==> config.mk <==
export PLATFORM = sky130hd
export DESIGN_NAME = idct_1d_engine
export DESIGN_NICKNAME = d
export VERILOG_FILES = /design/src/rtl/idct_1d_engine.sv
export SDC_FILE = /design/constraint.sdc
export NUM_CORES = 1
export LEC_CHECK = 0
export ABC_CLOCK_PERIOD_IN_PS = 28500
export CAP_MARGIN = 20
export CORE_ASPECT_RATIO = 1.25
export CORE_MARGIN = 4
export CORE_UTILIZATION = 28
export CTS_CLUSTER_DIAMETER = 100
export DETAILED_ROUTE_END_ITERATION = 12
export PLACE_DENSITY = 0.51
export REMOVE_ABC_BUFFERS = 1
export SETUP_SLACK_MARGIN = 0.5
export SYNTH_ARGS = -nofsm -noshare
export SYNTH_HDL_FRONTEND = slang
export SYNTH_SLANG_ARGS = --single-unit
export TNS_END_PERCENT = 100
==> constraint.sdc <==
create_clock -name clk -period 28.5 [get_ports clk]
set_clock_uncertainty 0.1 [all_clocks]
set_input_delay 5.7 -clock clk [delete_from_list [all_inputs] [get_ports clk]]
set_output_delay 5.7 -clock clk [all_outputs]
set_load 0.05 [all_outputs]
==> src/rtl/idct_1d_engine.sv <==
// 8-point 1-D inverse DCT engine.
// Loads X[0..7] over a valid/ready handshake, then produces x[0..7] one sample at a
// time with a single multiply-accumulate unit, holding each sample until accepted.
module idct_1d_engine (
   input  logic        clk,
   input  logic        rst_n,
   input  logic        start,
   input  logic [15:0] coeff_in,
   input  logic        coeff_valid,
   output logic        coeff_ready,
   output logic [15:0] sample_out,
   output logic [2:0]  sample_idx,
   output logic        out_valid,
   input  logic        out_ready,
   output logic        busy,
   output logic        done
);

   typedef enum logic [2:0] {StIdle, StLoad, StMac, StOut, StDone} state_e;

   state_e              state_q, state_d;
   logic [2:0]          k_q, k_d;
   logic [2:0]          n_q, n_d;
   // 0..7 accumulate X[k]*C[n][k]; 8 rounds and registers the sample.
   logic [3:0]          cnt_q, cnt_d;
   logic signed [34:0]  acc_q, acc_d;
   logic [7:0][15:0]    x_q, x_d;
   logic [15:0]         sample_q, sample_d;
   logic [2:0]          idx_q, idx_d;
   logic                ov_q, ov_d;

   logic signed [15:0]  coef_w;
   logic signed [31:0]  prod_w;
   logic signed [34:0]  rnd_w;
   logic signed [20:0]  shf_w;
   logic [15:0]         sat_w;

   // C[n][k] = round(8192 * c(k) * cos((2n+1)k*pi/16)), folded onto one quarter wave.
   function automatic logic signed [15:0] coef(input logic [2:0] n, input logic [2:0] k);
      logic [6:0]  p;
      logic [4:0]  m;
      logic [4:0]  idx;
      logic        neg;
      logic [15:0] mag;
      p = 7'({n, 1'b1}) * 7'(k);
      m = p[4:0];
      if (m <= 5'd8) begin
         idx = m;
         neg = 1'b0;
      end else if (m <= 5'd16) begin
         idx = 5'd16 - m;
         neg = 1'b1;
      end else if (m <= 5'd24) begin
         idx = m - 5'd16;
         neg = 1'b1;
      end else begin
         idx = 5'd0 - m;
         neg = 1'b0;
      end
      case (idx)
         5'd1:    mag = 16'd8035;
         5'd2:    mag = 16'd7568;
         5'd3:    mag = 16'd6811;
         5'd4:    mag = 16'd5793;
         5'd5:    mag = 16'd4551;
         5'd6:    mag = 16'd3135;
         5'd7:    mag = 16'd1598;
         5'd8:    mag = 16'd0;
         default: mag = 16'd8192;
      endcase
      if (k == 3'd0) begin
         coef = 16'sd5793;
      end else if (neg) begin
         coef = -$signed(mag);
      end else begin
         coef = $signed(mag);
      end
   endfunction

   // MAC datapath: product, round-half-up, arithmetic shift and 16-bit saturation.
   always_comb begin
      coef_w = coef(n_q, cnt_q[2:0]);
      prod_w = $signed(x_q[cnt_q[2:0]]) * coef_w;
      rnd_w  = acc_q + 35'sd8192;
      shf_w  = rnd_w[34:14];
      if (shf_w > 21'sd32767) begin
         sat_w = 16'h7fff;
      end else if (shf_w < -21'sd32768) begin
         sat_w = 16'h8000;
      end else begin
         sat_w = shf_w[15:0];
      end
   end

   // Next-state logic for the FSM, counters, coefficient registers and output register.
   always_comb begin
      state_d  = state_q;
      k_d      = k_q;
      n_d      = n_q;
      cnt_d    = cnt_q;
      acc_d    = acc_q;
      x_d      = x_q;
      sample_d = sample_q;
      idx_d    = idx_q;
      ov_d     = ov_q;
      unique case (state_q)
         StIdle: begin
            if (start) begin
               state_d = StLoad;
               k_d     = 3'd0;
               n_d     = 3'd0;
            end
         end
         StLoad: begin
            if (coeff_valid) begin
               x_d[k_q] = coeff_in;
               k_d      = k_q + 3'd1;
               if (k_q == 3'd7) begin
                  state_d = StMac;
                  cnt_d   = 4'd0;
                  acc_d   = '0;
               end
            end
         end
         StMac: begin
            if (cnt_q[3]) begin
               sample_d = sat_w;
               idx_d    = n_q;
               ov_d     = 1'b1;
               state_d  = StOut;
            end else begin
               acc_d = acc_q + {{3{prod_w[31]}}, prod_w};
               cnt_d = cnt_q + 4'd1;
            end
         end
         StOut: begin
            if (out_ready) begin
               ov_d = 1'b0;
               if (n_q == 3'd7) begin
                  state_d = StDone;
               end else begin
                  n_d     = n_q + 3'd1;
                  state_d = StMac;
                  cnt_d   = 4'd0;
                  acc_d   = '0;
               end
            end
         end
         StDone: begin
            state_d = StIdle;
         end
         default: begin
            state_d = StIdle;
         end
      endcase
   end

   // State and datapath registers with asynchronous active-low reset.
   always_ff @(posedge clk or negedge rst_n) begin
      if (!rst_n) begin
         state_q  <= StIdle;
         k_q      <= 3'd0;
         n_q      <= 3'd0;
         cnt_q    <= 4'd0;
         acc_q    <= '0;
         x_q      <= '0;
         sample_q <= 16'd0;
         idx_q    <= 3'd0;
         ov_q     <= 1'b0;
      end else begin
         state_q  <= state_d;
         k_q      <= k_d;
         n_q      <= n_d;
         cnt_q    <= cnt_d;
         acc_q    <= acc_d;
         x_q      <= x_d;
         sample_q <= sample_d;
         idx_q    <= idx_d;
         ov_q     <= ov_d;
      end
   end

   // Status outputs decoded from the state register.
   always_comb begin
      coeff_ready = (state_q == StLoad);
      busy        = (state_q != StIdle);
      done        = (state_q == StDone);
      sample_out  = sample_q;
      sample_idx  = idx_q;
      out_valid   = ov_q;
   end

endmodule

Word-level counts from Yosys, hierarchy flattened:

Memory sizes are Yosys's and may differ from the RTL's.
Index checks and enable logic that the tools add are counted.

* register bits: 196
* bits in read-only memories: 224
* input bits: 21
* output and inout port bits: 23
* word-level logic and storage cells: 110
* memories: 1

Memory list
* (no name shown): depth 16, bits a word 14, read ports 1, clocked after Yosys merged registers in 0, write ports 0, line 60 `case (idx)`

* add/subtract/negate cells: 9
* multipliers: 2
* order comparisons: 8
* eq/ne operators: 13
* muxes and demuxes: 44
* reductions and logical operators: 16

Operators with widths (count)
* 2-to-1 mux 35 bit: 5
* bitwise mux 128 bit: 1
* 2-to-1 mux 16 bit: 7
* case mux 35 bit (3 select lines): 1
* binary-select mux 16 bit (select 3 bit): 1
* demux 16 bit (select 3 bit): 1
* adder 35 x 15 -> 35 bit, second input constant: 1
* adder 35 bit: 1
* multiplier 16 x 16 -> 32 bit: 1
* 2-to-1 mux 3 bit: 10
* greater-than comparator 21 x 16 -> 1 bit, second input constant: 1
* less-than comparator 21 x 16 -> 1 bit, second input constant: 1
* 2-to-1 mux 4 bit: 5
* negator 16 bit: 1
* 2-to-1 mux 5 bit: 3
* != test 2 bit, second input constant: 6
* case mux 3 bit (2 select lines): 2
* case mux 3 bit (4 select lines): 1
* case mux 4 bit (3 select lines): 1
* <= comparator 5 bit, second input constant: 2
* AND reduction 5 bit: 2
* == test 3 bit, second input constant: 3
* less-than comparator 3 x 4 -> 1 bit, second input constant: 2
* adder 3 x 1 -> 3 bit, second input constant: 2
* 20 further kinds: 31

Depth between registers and ports, before layout:

Gate-level depths: netlist of run 1.
An unclocked memory read counts as a cell.

* depth in word-level cells: 14
* mapped depth: 58

Worst setup path before layout of run 1:

Ideal clock, no wire load.

* path kind: flip-flop to flip-flop
* from: register cnt_q[0]
* to: register acc_q[34]
* setup time: 0.076 ns
* arrival: 13.359 ns
* data required time: 28.324 ns
* slack: 14.965 ns
* stages on the path, launching flop included: 56
* clock period less this slack: 13.535 ns
* cells stage by stage: dfrtp_1 clkbuf_1 buf_1 clkbuf_1 clkbuf_1 nand2_1 fa_1 inv_1 ha_1 fa_1 xnor2_1 xor3_1 a21boi_1 or3_1 and2_1 clkbuf_1 inv_1 ha_1 (+20 left out) a21oi_1 and2_1 a21oi_1 a211o_1 a221oi_1 o21bai_1 a21oi_1 xnor2_1 ha_1 nand4_1 nor2b_1 nand2_1 a21oi_1 o21ai_0 o311a_1 or3_1 a211o_1 o21ai_1

* cells in the longest elaborated chain, start to end: 14
* elaborated cells between the ends (all ways): 25

Ends and longest elaborated chain
* from (decl): line 25 `logic [3:0] cnt_q, cnt_d;`
* from (signal assigned): line 174 `cnt_q <= cnt_d;`
* multiplier 4 x 3 -> 5 bit: line 45 `p = 7'({n, 1'b1}) * 7'(k);`
* subtractor 1 x 5 -> 5 bit, or another cell as far along: line 57 `idx = 5'd0 - m;`
* 2-to-1 mux 5 bit: line 53 `end else if (m <= 5'd24) begin`
* 2-to-1 mux 5 bit: line 50 `end else if (m <= 5'd16) begin`
* 2-to-1 mux 5 bit: line 47 `if (m <= 5'd8) begin`
* memory (16 x 14 bit)
* 2-to-1 mux 16 bit: line 60
* negator 16 bit: line 74 `coef = -$signed(mag);`
* 2-to-1 mux 16 bit: line 73 `end else if (neg) begin`
* 2-to-1 mux 16 bit: line 71 `if (k == 3'd0) begin`
* multiplier 16 x 16 -> 32 bit *: line 83 `prod_w = $signed(x_q[cnt_q[2:0]]) * coef_w;`
* adder 35 bit *: line 132 `acc_d = acc_q + {{3{prod_w[31]}}, prod_w};`
* 2-to-1 mux 35 bit *: line 126 `if (cnt_q[3]) begin`
* case mux 35 bit (3 select lines) *: line 106 `unique case (state_q)`
* to (signal assigned): line 165 `acc_q <= '0;`
* to (signal assigned): line 175 `acc_q <= acc_d;`
* to (decl): line 26 `logic signed [34:0] acc_q, acc_d;`

Mark *: on every way between the ends. The rest lies on a longest branch, timed or not. The select of a mux whose other input is x is not followed.
A chain may end at the register's enable or synchronous reset.

Worst setup path in the final report of run 1:

Same ends and word-level chain as after synthesis.

==> flow_summary.toml, run 1 <==
[run_status]
outcome = "completed"

[floorplan]
design.die.area_um2 = 80400
top_level_ports = 44
floorplan.die.height_um = 316
die-width_um = 254
std_cell_rows = 112
core-area_um2 = 75000
initial_core_utilization_pct = 28.3

[setup_path]
slowest_stage = "fa_1"
rrSetupSlack_ns = 14.17
critPathMostFrequentCell = "fa_1"
critPathKind = "reg -> reg"
critical_path.max_stage_delay_ns = 0.80
worstPathMaxFanout = 58
worst_ep_required_time_ns = 28.81
worstSetupEndpointType = "register"
cp.arrival_ns = 14.64
worst_r2r_path_depth = 45
setup.worst_path.start_class = "register"

[timing]
timing.final.crit_share_pct = 50.3
setup-tns-final_ns = 0
finalMaxSlewViolations = 0
worstMarginPinSlew_ns = 1.03
hold_violations = 0
max-slew-margin-rel_pct = 31.0
fmax_ghz = 0.0698
number_of_failing_setup_endpoints_in_the_final_timing_report = 0
min_period_ns = 14.33
rsz0062_at_grt = "no"

[synth]
synth_sequential_area_ratio_pct = 23.1
synth_area_per_cell_um2 = 9.70
yosys_most_used_dff = "dfrtp_1"
ys_warn_count = 0
synth.lib_cells_used.distinct = 73
share_of_synthesized_registers_carrying_an_async_set_or_reset_pct = 100
synth_enable_flop_cells = 0
mappedNetlistArea_um2 = 21200
postSynthCellCount = 2190
synth-seq-cells = 196

[placement]
placed_cells = 3137
detailedPlacementHpwl_mm = 43.8
place_congestion = 0.900
port_buffers = 43

[cts]
clock_sink_count = 196
cts-buffers-inserted = 17
clock_h_tree_levels = 4
clock_latency_at_the_later_pin_of_the_worst_skew_pair_ns = 0.48
cts_hold_buf = 0
register_clock_pin_slew_on_the_reported_worst_setup_and_hold_paths_ns = 0.10
postCtsSetupBuffers = 0
post_cts.resized_instances = 0
cts-root-to-sink-buffers = 2
tritoncts = "done"
clock_tree.root_cell = "clkbuf_16"

[finish]
commonest_cells_after_routing_fill_and_taps_aside = "inv_1 (341), fa_1 (267), nand2_1 (257)"
final_common_cell = "inv_1"
antennaDiodeCount = 0
design.final.nets = 2606
layout-area-overhead-vs-synth_pct = 10.1
post_layout_nonfiller_instances = 3170
drive_gt1_share_pct = 11.4
postLayoutCoreUtil_pct = 31.2

[routing]
route.vias.total = 15400
detail_route.drc_violations = 0
first_pass_iters = 5
first_iter_violations = 890
drt-total-wl_mm = 56.3
wl_per_cell_um = 17.8
routed_via_density = 4.86
route.antenna.remaining_nets = 0

[global_route]
grt_pass1_vias = 16600
grt_antenna_before_repair = 0
grt_start_max_net_pins = 73
global_route_wire_length_before_repair_mm = 91.2
overflow = 0
total_global_routing_track_utilization_pct = 14.5

[job]
drv_cap = 0

[hold_path]
worst_hold_path.num_cells = 1
hold_path.class = "reg -> reg"
==> per-layer routing <==
metal  track usage [%]  wire length (um)
met4              4.65              1510
met5                 0                 0
met2              27.0             30300
met3              1.88              1910
met1              17.1             22600
==> sequential cells by signal (all words and copies together), names as in the netlist <==
name,flops
acc_q,35
sample_out,16
sample_idx,3
k_q,3
n_q,3
out_valid,1
state_q,3
cnt_q,4
x_q,128
==> final timing paths <==
| kind | from | end |
|---|---|---|
| min in group asynchronous | rst_n | x_q[8]$_DFFE_PN0P_ |
| worst max register to register | cnt_q[0]$_DFFE_PN0P_ | acc_q[34]$_DFFE_PN0P_ |
| worst min register to register | sample_out[15]$_DFFE_PN0P_ | sample_out[15]$_DFFE_PN0P_ |
| max in group asynchronous | rst_n | acc_q[25]$_DFFE_PN0P_ |
| worst min-delay path | sample_out[15]$_DFFE_PN0P_ | sample_out[15]$_DFFE_PN0P_ |
| worst max-delay path | cnt_q[0]$_DFFE_PN0P_ | acc_q[34]$_DFFE_PN0P_ |
==> kinds of logic after synthesis <==
group                      count (synthesis)  share of synthesized area (%)
xor gates and xnor gates                  95                           3.99
DFF                                      196                           23.1
and+or+nand+nor                          616                           12.8
muxes                                    171                           10.7
AOI/OAI and AO/OA                        288                           9.01
adders and majority gates                397                           32.8
buffers and inverters                    427                           7.58
==> per-stage QoR <==
stage / setup WS, ns / hold slack, ns / area [um^2]
2_1_floorplan: 14.71 / 0.350 / 20900
6_report: 14.17 / 0.380 / 23400
4_1_cts: 14.13 / 0.385 / 23400
3_5_place_dp: 14.29 / 0.366 / 22800
5_1_grt: 13.18 / 0.416 / 23400
3_3_place_gp: 14.51 / 0.357 / 22700
==> worst max-delay path, delay by kind of cell (launching register included) <==
family / cells / cell delay, ns
adder cells (fa/ha/maj): 12 / 5.63
AO/OA/AOI/OAI: 14 / 3.32
AND/OR/NAND/NOR: 12 / 2.83
buffers and inverters: 5 / 0.88
XOR/XNOR: 1 / 0.73
flip-flops: 1 / 0.35
multiplexers: 1 / 0.33
==> cell usage after synthesis (15+ instances only) <==
cell type  number  area [um^2]
fa_1          267         5350
and3_1         15         93.8
inv_1         341         1280
nor2_1        187          702
mux4_2         32          721
nand2b_1       18          113
buf_1          16         60.1
and2_1         29          181
ha_1          130         1630
o21ai_0        74          370
a21o_1         23          173
mux2_2        134         1510
clkbuf_1       63          236
nand3_1        33          165
nand2_1       257          965
a21oi_1        68          340
nor3_1         17         85.1
o211ai_1       18          135
xor2_1         36          315
dfrtp_1       196         4900
xnor2_1        58          508
==> layout make-up <==
class | count | area [um^2]
Inverter | 342 | 1280
Timing Repair Buffer | 64 | 611
Clock buffer | 18 | 439
Tap cell | 969 | 1210
Fill cell | 7723 | 51600
Multi-Input combinational cell | 1567 | 14800
Sequential cell | 196 | 4910
Clock inverter | 14 | 185
Power of run 1 is left out: the tool's default activity adds up to more than one toggle a clock period on the data nets, which glitch-free logic cannot reach.
==> inputs of run 2 (changes only) <==
--- a/config.mk
+++ b/config.mk
@@ -5,7 +5,7 @@
 export SDC_FILE = /design/constraint.sdc
 export NUM_CORES = 1
 export LEC_CHECK = 0
-export ABC_CLOCK_PERIOD_IN_PS = 28500
+export ABC_CLOCK_PERIOD_IN_PS = 13200
 export CAP_MARGIN = 20
 export CORE_ASPECT_RATIO = 1.25
 export CORE_MARGIN = 4
==> constraint.sdc (replaced) <==
create_clock -name clk -period 13.2 [get_ports clk]
set_clock_uncertainty 0.1 [all_clocks]
set_input_delay 2.64 -clock clk [delete_from_list [all_inputs] [get_ports clk]]
set_output_delay 2.64 -clock clk [all_outputs]
set_load 0.05 [all_outputs]
==> flow_summary.toml, run 2 (synthesized netlist as in run 1, its figures left out) <==
[global_route]
global_route_wire_length_before_repair_mm = 91.6
overflow = 0
total_global_routing_track_utilization_pct = 14.6
grt_start_max_net_pins = 81
grt_pass1_vias = 16700
grt_antenna_before_repair = 0

[setup_path]
worst_r2r_path_depth = 46
critPathKind = "reg -> reg"
setup.worst_path.start_class = "register"
slowest_stage = "fa_1"
critPathMostFrequentCell = "fa_1"
worst_ep_required_time_ns = 13.50
worst_r2r_endpoint = "acc_q[34]$_DFFE_PN0P_"
timing.critical_path.max_delay_family = "adder cells"
worstPathMaxFanout = 6
r2r-start = "cnt_q[2]$_DFFE_PN0P_"
cp.arrival_ns = 12.49
worstSetupEndpointType = "register"
rrSetupSlack_ns = 1.01
worstPathBufferInverterCount = 9
critical_path.max_stage_delay_ns = 0.59

[timing]
worstMarginPinSlew_ns = 1.26
finalMaxSlewViolations = 0
timing.final.crit_share_pct = 92.3
rsz0062_at_grt = "yes"
hold_violations = 0
min_period_ns = 12.19
max-slew-margin-rel_pct = 15.7
number_of_failing_setup_endpoints_in_the_final_timing_report = 0
fmax_ghz = 0.0820
hold_slack_ns = 0.382

[floorplan]
initial_core_utilization_pct = 28.3
floorplan.die.height_um = 316
top_level_ports = 44
design.die.area_um2 = 80400
die-width_um = 254
std_cell_rows = 112
core-area_um2 = 75000

[hold_path]
min-delay-start = "sample_out[15]$_DFFE_PN0P_"
hold_path.class = "reg -> reg"
hold_end = "sample_out[15]$_DFFE_PN0P_"
worst_hold_path.num_cells = 1

[finish]
top_register = "x_q"
commonest_cells_after_routing_fill_and_taps_aside = "inv_1 (340), fa_1 (266), nand2_1 (254)"
flip_flop_count_of_the_largest_register_all_copies_and_words_added = 128
final_common_cell = "inv_1"
layout-area-overhead-vs-synth_pct = 13.3
drive_gt1_share_pct = 15.7
design.final.nets = 2661
post_layout_nonfiller_instances = 3226

[routing]
detail_route.drc_violations = 0
drt-total-wl_mm = 58.0
first_pass_iters = 5
route.vias.total = 15700
wl_per_cell_um = 18.0
first_iter_violations = 768
route.antenna.remaining_nets = 0
routed_via_density = 4.86

[cts]
clock_tree.root_cell = "clkbuf_16"
clock_h_tree_levels = 4
clock_latency_at_the_later_pin_of_the_worst_skew_pair_ns = 0.48
register_clock_pin_slew_on_the_reported_worst_setup_and_hold_paths_ns = 0.09
tritoncts = "done"
cts-root-to-sink-buffers = 2
cts-buffers-inserted = 17
clock_sink_count = 196
cts_hold_buf = 0

[job]
drv_cap = 0

[placement]
place_congestion = 0.898
port_buffers = 43
detailedPlacementHpwl_mm = 44.4
placed_cells = 3162

[run_status]
outcome = "completed"
run 2: layout make-up:
class | count | area, um^2
flip-flops and latches | 196 | 4910
clock buffers | 18 | 439
well taps | 969 | 1210
clock inverters | 14 | 139
diodes | 1 | 2.50
inverters | 342 | 1280
repair buffers | 118 | 1040
multi-input cells | 1568 | 15000
fillers | 7633 | 50900
run 2: per-layer routing:
| layer | vias to the layer above | track usage (%) | wire length [um] |
|---|---|---|---|
| met5 | - | 0 | 0 |
| li1 | 7228 | - | - |
| met2 | 291 | 27.0 | 30900 |
| met3 | 81 | 1.77 | 1740 |
| met4 | 0 | 4.90 | 1940 |
| met1 | 8066 | 17.5 | 23400 |
run 2: how the worst max path moves through the flow:
stage | end | cells after the start | startpoint
5_1_grt | acc_q[34]$_DFFE_PN0P_ | 47 | n_q[0]$_DFFE_PN0P_
3_5_place_dp | acc_q[34]$_DFFE_PN0P_ | 50 | n_q[0]$_DFFE_PN0P_
6_report | acc_q[34]$_DFFE_PN0P_ | 46 | cnt_q[2]$_DFFE_PN0P_
2_1_floorplan | acc_q[34]$_DFFE_PN0P_ | 46 | cnt_q[0]$_DFFE_PN0P_
4_1_cts | acc_q[34]$_DFFE_PN0P_ | 51 | cnt_q[2]$_DFFE_PN0P_
3_3_place_gp | acc_q[34]$_DFFE_PN0P_ | 49 | n_q[0]$_DFFE_PN0P_
run 2: per-stage QoR:
step / setup slack [ns] / setup TNS [ns] / util, % / instance area (um^2)
floorplan: -0.594 / -1.76 / - / 20900
global placement: 0.367 / 0 / 30.6 / 22900
detailed placement: 0.111 / 0 / 30.6 / 22900
CTS: 0.500 / 0 / 31.4 / 23600
global route: 0.387 / 0 / 32.1 / 24100
finish: 1.01 / 0 / 32.1 / 24100
run 2: timing repair:
action / CTS / global route
gates cloned: 0 / 2
hold endpoints to repair: 0 / 0
resized for setup: 9 / 68
setup buffers: 2 / 26
endpoints found under the setup margin: 4 / 13
pin swaps: 0 / 15
Power of run 2 is left out for the same reason.
